**config.mk**
```make
export PLATFORM = sky130hd
export DESIGN_NAME = slip_frame_rx
export DESIGN_NICKNAME = d
export VERILOG_FILES = /design/src/rtl/slip_frame_rx.sv
export SDC_FILE = /design/constraint.sdc
export NUM_CORES = 1
export LEC_CHECK = 0
export ABC_AREA = 1
export CAP_MARGIN = 5
export CORE_UTILIZATION = 45
export DETAILED_ROUTE_END_ITERATION = 8
export PLACE_DENSITY = 0.72
export SLEW_MARGIN = 10
export SYNTH_ARGS = -nofsm -noshare
export SYNTH_HDL_FRONTEND = slang
export SYNTH_SLANG_ARGS = --single-unit
```
**constraint.sdc**
```tcl
create_clock -name clk -period 2.05 [get_ports clk]
set_input_delay 0.5125 -clock clk [delete_from_list [all_inputs] [get_ports clk]]
set_output_delay 0.5125 -clock clk [all_outputs]
set_load 0.03 [all_outputs]
```
**src/rtl/slip_frame_rx.sv**
```systemverilog
// SLIP frame decoder: un-escapes received bytes, writes them to sequential
// buffer addresses starting at 0, and reports frame length/status at END.
//
// state   | meaning
// NORMAL  | plain data; END closes the frame, ESC starts an escape pair
// ESCAPE  | previous byte was ESC; expect ESC_END or ESC_ESC
// DISCARD | frame already failed; drop bytes until END reports the error
module slip_frame_rx #(
    parameter int ADDR_W      = 8,
    parameter int MAX_LEN     = 2**ADDR_W,
    parameter bit CHECKSUM_EN = 1'b0,
    parameter bit DROP_EMPTY  = 1'b1
) (
    input  logic              clk,
    input  logic              reset,
    input  logic [7:0]        rx_data,
    input  logic              rx_valid,
    output logic [7:0]        wr_data,
    output logic [ADDR_W-1:0] wr_addr,
    output logic              wr_en,
    output logic [ADDR_W:0]   frame_len,
    output logic              frame_ok,
    output logic              frame_err,
    output logic [1:0]        err_code
);

    localparam logic [7:0]    END_B   = 8'hC0;
    localparam logic [7:0]    ESC_B   = 8'hDB;
    localparam logic [7:0]    ESC_END = 8'hDC;
    localparam logic [7:0]    ESC_ESC = 8'hDD;
    localparam logic [ADDR_W:0] MAX_CNT = (ADDR_W+1)'(MAX_LEN);

    localparam logic [1:0] ERR_NONE = 2'd0;
    localparam logic [1:0] ERR_ESC  = 2'd1;
    localparam logic [1:0] ERR_OVF  = 2'd2;
    localparam logic [1:0] ERR_SUM  = 2'd3;

    typedef enum logic [1:0] {NORMAL, ESCAPE, DISCARD} state_t;

    state_t            state, state_d;
    logic [ADDR_W:0]   count, count_d;
    logic [7:0]        sum, sum_d;
    logic [1:0]        err, err_d;

    logic [7:0]        wr_data_d;
    logic [ADDR_W-1:0] wr_addr_d;
    logic              wr_en_d;
    logic [ADDR_W:0]   frame_len_d;
    logic              frame_ok_d;
    logic              frame_err_d;
    logic [1:0]        err_code_d;

    logic              do_store;
    logic              do_close;
    logic [7:0]        store_byte;

    // State and registered outputs; pulses fall back to 0 via the comb defaults.
    always_ff @(posedge clk) begin
        if (reset) begin
            state     <= NORMAL;
            count     <= '0;
            sum       <= '0;
            err       <= ERR_NONE;
            wr_data   <= '0;
            wr_addr   <= '0;
            wr_en     <= 1'b0;
            frame_len <= '0;
            frame_ok  <= 1'b0;
            frame_err <= 1'b0;
            err_code  <= '0;
        end else begin
            state     <= state_d;
            count     <= count_d;
            sum       <= sum_d;
            err       <= err_d;
            wr_data   <= wr_data_d;
            wr_addr   <= wr_addr_d;
            wr_en     <= wr_en_d;
            frame_len <= frame_len_d;
            frame_ok  <= frame_ok_d;
            frame_err <= frame_err_d;
            err_code  <= err_code_d;
        end
    end

    // Decode one byte: classify it, then apply store or frame-close actions.
    always_comb begin
        state_d     = state;
        count_d     = count;
        sum_d       = sum;
        err_d       = err;
        wr_data_d   = wr_data;
        wr_addr_d   = wr_addr;
        wr_en_d     = 1'b0;
        frame_len_d = frame_len;
        frame_ok_d  = 1'b0;
        frame_err_d = 1'b0;
        err_code_d  = err_code;
        do_store    = 1'b0;
        do_close    = 1'b0;
        store_byte  = rx_data;

        if (rx_valid) begin
            case (state)
                NORMAL: begin
                    if (rx_data == END_B)      do_close = 1'b1;
                    else if (rx_data == ESC_B) state_d  = ESCAPE;
                    else                       do_store = 1'b1;
                end
                ESCAPE: begin
                    state_d = NORMAL;
                    if (rx_data == ESC_END) begin
                        do_store   = 1'b1;
                        store_byte = END_B;
                    end else if (rx_data == ESC_ESC) begin
                        do_store   = 1'b1;
                        store_byte = ESC_B;
                    end else begin
                        if (err == ERR_NONE) err_d = ERR_ESC;
                        if (rx_data == END_B) do_close = 1'b1;
                        else                  state_d  = DISCARD;
                    end
                end
                default: begin
                    if (rx_data == END_B) do_close = 1'b1;
                end
            endcase
        end

        if (do_store) begin
            if (count == MAX_CNT) begin
                // Full buffer: refuse the byte so addresses never wrap.
                if (err_d == ERR_NONE) err_d = ERR_OVF;
                state_d = DISCARD;
            end else begin
                wr_data_d = store_byte;
                wr_addr_d = count[ADDR_W-1:0];
                wr_en_d   = 1'b1;
                count_d   = count + 1'b1;
                sum_d     = sum + store_byte;
            end
        end

        if (do_close) begin
            frame_len_d = count;
            if (err_d != ERR_NONE) begin
                frame_err_d = 1'b1;
                err_code_d  = err_d;
            end else if (CHECKSUM_EN && count != '0 && sum != 8'h00) begin
                frame_err_d = 1'b1;
                err_code_d  = ERR_SUM;
            end else if (!(DROP_EMPTY && count == '0)) begin
                frame_ok_d = 1'b1;
            end
            count_d = '0;
            sum_d   = '0;
            err_d   = ERR_NONE;
            state_d = NORMAL;
        end
    end

endmodule

```
==> impl_metrics.toml <==
[clocking]
tritoncts.num_buffers = 5
cts_hold_buf = 0
clock_insertion_delay_worst_skew_ns = 0.29
root_buffer = "sky130_fd_sc_hd__clkbuf_8"
cts_tree = "yes"
cts-htree-levels = 2
numClockSinks = 43
max-clock-path-buffers = 2
cts.repair.resized = 0
post_cts_buffers = 0
cts.clk_slew.worst_paths_ns = 0.07

[route]
detail_route.vias_per_cell = 4.85
drt_iter0_markers = 124
drt_wl_total_um = 3990
drt-pass1-iter-count = 6
drc = 2
routed_antenna_nets = 0
wire_per_inst_um = 10.9
num_vias = 1769

[floorplan]
fp.dieArea_mm2 = 0.00440
boundaryPins = 41
dieWidth_um = 66.3
fp.coreArea_mm2 = 0.00400
rows = 23
floorplan.die.height_um = 66.3
initial_core_util = 0.466

[place]
pre_cts_slack_ns = -0.220
io_buffer_count = 40
post-place-cells = 358
dp_hpwl_um = 3000
place.gp.congestion = 0.802

[logic_synthesis]
synth_edf_count = 0
synth_async_sr_flop_share = 0
seq_area_frac_synth = 0.462
synth.area.top_cells = "sky130_fd_sc_hd__dfxtp_1 (46%), sky130_fd_sc_hd__nand2_1 (9.7%), sky130_fd_sc_hd__o21ai_0 (5.6%), sky130_fd_sc_hd__nor2_1 (5.2%), sky130_fd_sc_hd__a21oi_1 (4.8%)"
synth.most_common_cell = "sky130_fd_sc_hd__nand2_1"
synth.top_cells.by_count = "sky130_fd_sc_hd__nand2_1 (48), sky130_fd_sc_hd__dfxtp_1 (43), sky130_fd_sc_hd__nor2_1 (26)"
synth_cell_type_count = 28
total_of_warnings_raised_by_yosys = 0
netlist.top_cell.by_area = "sky130_fd_sc_hd__dfxtp_1"
synth_top_flop_cell = "sky130_fd_sc_hd__dfxtp_1"
yosysTopAreaCellShare = 0.462
syn_nets = 260
synthesis.area_per_instance_um2 = 7.54
synth_area_mm2 = 0.00186
postSynthRegisterBits = 43
post_synth_inst_count = 247

[grt]
globalRouteOverflowTotal = 0
grt_max_degree = 28
grt_pass1_wl_um = 6760
gr-usage-all-layers = 0.201
grt_pass1_vias = 1560
antenna_found_initial = 0

[sta]
fin_crit_ns = 1.94
finalSetupViolations = 0
timing.final.crit_share = 0.945
grt_setup_unrepaired = "yes"
relSlewSlack = 0.682
final-hold-violation-count = 0
post-route-worst-setup-slack_ns = 0.112
worstMarginPinSlew_ns = 0.473
drv_slew = 0
fin_skew_ns = 0.00565
max_clock_freq_ghz = 0.516

[hold_path]
hold_path.class = "reg -> reg"
hold-path-cell-count = 2
timing.hold.worst_endpoint = "err_code[1]$_SDFFE_PP0P_"
hold_start = "err_code[1]$_SDFFE_PP0P_"

[cells_and_area]
antenna_cells_inserted = 0
nets = 328
final_layout_size_suffix_gt1_frac = 0.178
syn_to_final_growth_pct = 38.6
finish.utilization = 0.646
instances_no_fill = 365

[power]
p_per_area_mw_per_mm2 = 628
sw_frac_of_total = 0.250
power.internal_w = 0.00122
comb_power_share = 0.134
peak_vdd_ir_mv = 0.294
switchingPower_w = 0.000405
seq_power_share = 0.538
power.static_leakage_nw = 1.08
p_clk_frac = 0.328

[worst_setup_path]
endpoint_kind = "flop"
setup.worst_path.start = "rx_data[6]"
reg2reg_setup_slack_ns = 0.50
ff2ff_path_depth = 7
cp.arrival_ns = 2.12
path_max_fanout = 8
crit-reg2reg-launch = "count[1]$_SDFFE_PP0P_"
terminus_of_the_critical_flop_to_flop_path = "wr_addr[5]$_SDFFE_PP0P_"
criticalPathCategory = "in -> reg"
crit_path_start_kind = "input pin"
critPathRequiredTime_ns = 2.24

[status]
failed_checks = "design-rule violations"
run_status = "finished with violations"

[flow_run]
max_cap_viol_count = 0
[layout make-up]
class | instances | area (um^2)
fill | 365 | 1420
timing repair buffer | 69 | 618
tap | 50 | 62.6
sequential | 43 | 861
multi-input combinational | 164 | 826
clock buffer | 6 | 82.6
inverter | 32 | 128
clock inverter | 1 | 5.00
[critical path: stages]
cell                              delay (ns)
sky130_fd_sc_hd__clkdlybuf4s50_1        0.51
sky130_fd_sc_hd__nand2_1                0.09
sky130_fd_sc_hd__nor2_1                 0.20
sky130_fd_sc_hd__nand3_2                0.10
sky130_fd_sc_hd__nand2_1                0.08
sky130_fd_sc_hd__inv_2                  0.05
sky130_fd_sc_hd__nand2_4                0.08
sky130_fd_sc_hd__nand2_4                0.10
sky130_fd_sc_hd__buf_4                  0.18
sky130_fd_sc_hd__o21ai_0                0.17
sky130_fd_sc_hd__nor2_1                 0.05
[how the worst max path moves through the flow]
stage                                    to  slack [ns]
floorplan             count[2]$_SDFFE_PP0P_        0.47
global placement    wr_data[4]$_SDFFE_PP0P_       -0.18
detailed placement  wr_data[6]$_SDFFE_PP0P_       -0.22
CTS                 wr_data[6]$_SDFFE_PP0P_        0.08
global route        wr_data[2]$_SDFFE_PP0P_      -0.002
finish              wr_addr[2]$_SDFFE_PP0P_        0.11
[registers in the layout, summed over array words and instances, names as in the netlist]
| register | cells |
|---|---|
| wr_data | 8 |
| frame_err | 1 |
| state | 2 |
| frame_ok | 1 |
| err | 2 |
| frame_len | 9 |
| wr_en | 1 |
| count | 9 |
| wr_addr | 8 |
| err_code | 2 |
[cells in the final DEF (no fill, tap or decap), drive strengths merged]
cell type and count:
clkdlybuf4s50 40, nand3 20, ha 2, nor2 28
a21oi 19, dfxtp 43, xor2 4, clkbuf 6
nor3b 2, nor3 5, o21ai 26, clkinv 2
nand2 50, a211oi 1, a31oi 2, nand4 4
inv 31, nor4 1, buf 29
[through the flow]
stage	setup TNS [ns]	area, um^2	total power [W]	hold slack, ns
6_report	0	2580	0.00162	0.470
4_1_cts	0	2580	0.00164	0.473
3_5_place_dp	-4.83	2490	0.00111	0.460
5_1_grt	-0.00164	2580	0.00170	0.487
3_3_place_gp	-4.10	2490	0.00111	0.455
2_1_floorplan	0	1860	0.00101	0.467
[power groups by stage]
| stage | logic [W] | clock network (W) | registers, W |
|---|---|---|---|
| 6_report | 0.000218 | 0.000532 | 0.000872 |
| 5_1_grt | 0.000237 | 0.000588 | 0.000875 |
| 3_3_place_gp | 0.000214 | 0 | 0.000892 |
| 4_1_cts | 0.000218 | 0.000549 | 0.000872 |
| 2_1_floorplan | 0.0000814 | 0 | 0.000931 |
| 3_5_place_dp | 0.000216 | 0 | 0.000892 |
[logic make-up after synthesis]
logic type      after synthesis  share of synthesized area
compound gates               48                      0.136
xor+xnor                      4                     0.0188
fa+ha+maj                     2                     0.0134
buf+inv                      40                     0.0960
flops                        43                      0.462
simple gates                110                      0.273
[routing by layer]
layer / wire length [um] / GRT usage / part of all wire
met5: 0 / 0 / 0
met4: 73 / 0.0798 / 0.018
met3: 152 / 0.0362 / 0.038
met2: 1780 / 0.327 / 0.44
met1: 1990 / 0.261 / 0.50
Power figures use the tool's default switching activity.
